==> src/rtl/ssd_scan.sv <==
// Two-digit multiplexed seven-segment scanner with dead-time gaps and per-frame input snapshot.
// Optional leading-zero blanking of the tens digit: define SSD_SCAN_LZB_EN.
module ssd_scan #(
  parameter int REFRESH_DIV = 100000
) (
  input  logic       ssd_scan_clk,
  input  logic       ssd_scan_rst,
  input  logic       ssd_scan_en,
  input  logic       ssd_scan_sel,
  input  logic [3:0] ssd_scan_d0,
  input  logic [3:0] ssd_scan_d1,
  output logic [6:0] ssd_scan_seg,
  output logic [3:0] ssd_scan_an,
  output logic       ssd_scan_frame
);
  localparam int SW = $clog2(REFRESH_DIV);
  localparam logic [SW-1:0] SLOT_LAST = SW'(REFRESH_DIV - 2);
  localparam logic [6:0] BLANK = 7'b1111111;
`ifdef SSD_SCAN_LZB_EN
  localparam bit LZB = 1'b1;
`else
  localparam bit LZB = 1'b0;
`endif

  typedef enum logic [1:0] {DIG0, GAP0, DIG1, GAP1} state_t;

  state_t        state;
  logic [SW-1:0] slot;
  logic [3:0]    q0, q1;
  logic          qsel;

  function automatic logic [6:0] dec(input logic [3:0] d, input logic hex);
    logic [6:0] s;
    case (d)
      4'd0:  s = 7'b1000000;
      4'd1:  s = 7'b1111001;
      4'd2:  s = 7'b0100100;
      4'd3:  s = 7'b0110000;
      4'd4:  s = 7'b0011001;
      4'd5:  s = 7'b0010010;
      4'd6:  s = 7'b0000010;
      4'd7:  s = 7'b1111000;
      4'd8:  s = 7'b0000000;
      4'd9:  s = 7'b0010000;
      4'd10: s = 7'b0001000;
      4'd11: s = 7'b0000011;
      4'd12: s = 7'b1000110;
      4'd13: s = 7'b0100001;
      4'd14: s = 7'b0000110;
      default: s = 7'b0001110;
    endcase
    if (!hex && d > 4'd9) s = BLANK;
    return s;
  endfunction

  function automatic logic [6:0] tens_seg(input logic [3:0] d, input logic hex);
    return (LZB && d == 4'd0) ? BLANK : dec(d, hex);
  endfunction

  // Outputs are registered from the state being entered, so they line up with it cycle-for-cycle.
  always_ff @(posedge ssd_scan_clk or negedge ssd_scan_rst) begin
    if (!ssd_scan_rst) begin
      state          <= GAP1;
      slot           <= '0;
      q0             <= 4'd0;
      q1             <= 4'd0;
      qsel           <= 1'b0;
      ssd_scan_an    <= 4'b1111;
      ssd_scan_seg   <= BLANK;
      ssd_scan_frame <= 1'b0;
    end else if (!ssd_scan_en) begin
      ssd_scan_an    <= 4'b1111;
      ssd_scan_seg   <= BLANK;
      ssd_scan_frame <= 1'b0;
    end else begin
      ssd_scan_frame <= 1'b0;
      case (state)
        DIG0: begin
          if (slot == SLOT_LAST) begin
            state        <= GAP0;
            slot         <= '0;
            ssd_scan_an  <= 4'b1111;
            ssd_scan_seg <= BLANK;
          end else begin
            slot         <= slot + 1'b1;
            ssd_scan_an  <= 4'b1110;
            ssd_scan_seg <= dec(q0, qsel);
          end
        end
        GAP0: begin
          state        <= DIG1;
          slot         <= '0;
          ssd_scan_an  <= 4'b1101;
          ssd_scan_seg <= tens_seg(q1, qsel);
        end
        DIG1: begin
          if (slot == SLOT_LAST) begin
            state        <= GAP1;
            slot         <= '0;
            ssd_scan_an  <= 4'b1111;
            ssd_scan_seg <= BLANK;
          end else begin
            slot         <= slot + 1'b1;
            ssd_scan_an  <= 4'b1101;
            ssd_scan_seg <= tens_seg(q1, qsel);
          end
        end
        default: begin
          // Frame boundary: snapshot both digits and the mode together.
          state          <= DIG0;
          slot           <= '0;
          q0             <= ssd_scan_d0;
          q1             <= ssd_scan_d1;
          qsel           <= ssd_scan_sel;
          ssd_scan_an    <= 4'b1110;
          ssd_scan_seg   <= dec(ssd_scan_d0, ssd_scan_sel);
          ssd_scan_frame <= 1'b1;
        end
      endcase
    end
  end
endmodule
==> config.mk <==
export PLATFORM = sky130hd
export DESIGN_NAME = ssd_scan
export DESIGN_NICKNAME = d
export VERILOG_FILES = /design/src/rtl/ssd_scan.sv
export SDC_FILE = /design/constraint.sdc
export NUM_CORES = 1
export LEC_CHECK = 0
export BUFFER_PORTS_ARGS = -buffer_cell sky130_fd_sc_hd__buf_2
export CAP_MARGIN = 10
export CORE_MARGIN = 2
export CORE_UTILIZATION = 60
export DETAILED_ROUTE_END_ITERATION = 12
export PLACE_DENSITY_LB_ADDON = 0.15
export RECOVER_POWER = 25
export SKIP_LAST_GASP = 1
export SLEW_MARGIN = 20
export SYNTH_ARGS = -nofsm -noshare
export SYNTH_HDL_FRONTEND = slang
export SYNTH_SLANG_ARGS = --single-unit
==> constraint.sdc <==
create_clock -name ssd_scan_clk -period 2.5 [get_ports ssd_scan_clk]
set_input_delay 0.375 -clock ssd_scan_clk [delete_from_list [all_inputs] [get_ports ssd_scan_clk]]
set_output_delay 0.375 -clock ssd_scan_clk [all_outputs]
set_load 0.05 [all_outputs]
==> results.ini <==
[floorplan]
die_y_um = 72.8
initial_core_util_pct = 61.3
core_um2 = 4630
pin_count = 24
dieArea_um2 = 5300
rows = 25
die-width_um = 72.8

[placed_design]
io_buffer_count = 21
hpwl_mm = 4.33
postPlaceCellArea_um2 = 2970
gp_congestion = 0.912
dp_cells = 370
dp_slack_ns = 0.419

[worst_setup_path]
r2r_start = state[0]
crit_type = register to register
cp-end-kind = register
r2r_end = slot[9]
r2r_setup_slack_ns = 0.42
worstSetupStartpointType = register
required_ns = 2.67
ff2ff_path_depth = 6
crit_arrival_ns = 2.25
crit_fanout = 11

[detailed_routing]
wire_per_inst_um = 15.7
drtAntennaViolNets = 0
vias_per_cell = 6.09
vias = 2302
drc = 0
routed_wl_mm = 5.94
drt-initial-drc-count = 117
dr.pass1.iters = 4

[synthesis]
synth.distinct_cells = 61
synthFlopType = dfrtp_1
synth_top_area_share_pct = 23.8
syn-cell-area_um2 = 2840
async_flop_share_pct = 100
ys_ff_latch = 38
ys_seq_area_share_pct = 34.0
avgSynthCellArea_um2 = 9.22
yosysTopAreaCell = dfrtp_1
synthTopCellsByArea = dfrtp_1 24%, ha_1 11%, dfstp_2 10%, mux2i_1 3.9%, o21ai_0 3.0%
yosys_warnings = 0
yosysMostFrequentCell = dfrtp_1
synthCells = 308
synth_top_cells_by_count = 27 x dfrtp_1, 25 x ha_1, 21 x inv_1, 20 x nand2_1, 18 x nor2_1
synth_edf_count = 0

[timing]
fin_crit_sh_pct = 83.2
setup_ws_ns = 0.419
final-hold-violation-count = 0
fin_tns_setup_ns = 0
tightestPinTransition_ns = 2.09
fin_worst_skew_ns = 0.00868
layout_min_cycle_time_ns = 2.08
rsz0062_at_grt = false
relSlewSlack_pct = -39.3
hold_slack_ns = 0.283
slew_violations = 39
setup_viol = 0
fmax_mhz = 481

[layout]
utilization_pct = 66.6
fin_area_um2 = 3080
drive_above_1_share_pct = 19.4
nets = 360
n_antenna_cell = 0
finalNonFillerCells = 378
n_fill_cell = 367
area_growth_pct = 8.59

[clock_network]
cts.clk_slew.worst_paths_ns = 0.08
cts_root_buffer = clkbuf_8
cts-buffers-inserted = 5
cts_setup_buffers = 0
cts_resized = 0
cts_sinks = 38
cts_tree = built
clk_latency_ns = 0.29
cts_hold_buf = 0
cts_max_path_buffers = 2
h-tree-depth = 2

[worst_hold_path]
hold_depth = 3
hp-class = input pin to register
min_to = q1[0]
min_from = ssd_scan_d1[0]

[grt]
grt_max_degree = 39
grt_overflow = 0
antenna_found_initial = 0
grt_usage_pct = 24.6
grt_pass1_vias = 2136
grt_first_pass_wirelength_mm = 10.0

[power_and_ir_drop]
cellPowerDensity_nw_per_um2 = 517
p_total_mw = 1.60
p_leak_nw = 1.30
peakVddDrop_uv = 321

[flow_run]
cap_violations = 1

[outcome]
violations = max-capacitance violations, max-slew violations
status = complete, but fails checks

flip-flops by register name (all words and copies together), names as in the netlist:
register and cells:
qsel 1, state 2, q0 4, slot 17
ssd_scan_frame 1, ssd_scan_seg 7, q1 4, ssd_scan_an 2
layer usage:
metal	track usage [%]	up-vias	share of wire [%]
met5	0	-	0
met4	8.44	0	2.0
met3	4.97	10	3.0
met2	40.9	44	50
met1	32.0	1094	45
li1	-	1154	-
kinds of logic (layout without fill, tap and decap cells):
group           Yosys count  after routing  share of synthesized area, %
mux                      19             19                          7.45
buf+inv                  39             54                          5.51
fa+ha+maj                25             25                          11.0
other cells               1              2                         0.132
compound gates           80             80                          20.1
flops                    38             38                          34.0
simple gates             98             98                          19.4
xor+xnor                  8              8                          2.47
power by group:
part,internal [mW],switching [mW],leakage [nW]
Combinational,0.121,0.154,0.815
Clock,0.326,0.223,0.0585
Sequential,0.675,0.0974,0.431
worst max-delay path, cell delays in order (launching register included):
cell      delay (ns)
dfstp_2         0.56
inv_1           0.06
ha_1            0.32
or2_2           0.40
a21boi_0        0.25
buf_4           0.23
o221ai_1        0.13
area by class of cell:
class	instances	area [um^2]	share of cell area [%]
multi-input combinational	232	1720	55.8
clock inverter	1	30.0	0.974
sequential	38	965	31.3
clock buffer	7	86.3	2.80
timing repair buffer	25	134	4.34
inverter	21	78.8	2.56
tap	54	67.6	2.19
worst max-delay path by stage:
stage	start	endpoint	slack [ns]	cells past startpoint
final	state[0]	slot[9]	0.42	6
after global routing	ssd_scan_rst	slot[15]	0.21	1
after CTS	state[0]	slot[9]	0.41	6
after detailed placement	state[0]	slot[9]	0.42	6
after global placement	state[0]	slot[9]	0.47	6
after floorplan	state[0]	slot[9]	0.53	7
cells in the final DEF, fill, tap and decap left out, drive strengths merged, types with 2 or more instances in the layout:
cell     netlist  final
a211oi         8      8
a21oi         10     10
a31o           2      2
and4           2      2
and4b          2      2
buf            8     24
clkbuf        10      8
conb           1      2
dfrtp         27     27
dfstp         11     11
ha            25     25
inv           21     21
mux2           7      7
mux2i         11     11
nand2         20     20
nand2b         4      4
nand3          7      7
nand4          9      9
nor2          18     18
nor2b         10     10
nor3           9      9
nor3b          4      4
nor4           3      3
nor4b          3      3
o2111ai        2      2
o211ai         3      3
o21ai         17     17
o21ba          4      4
o21bai         2      2
o221ai         4      4
o22ai          6      6
o2bb2ai        2      2
o311a          2      2
o31ai          5      5
or3            2      2
xnor2          7      7
No activity file was read; power rests on OpenSTA's default activity.
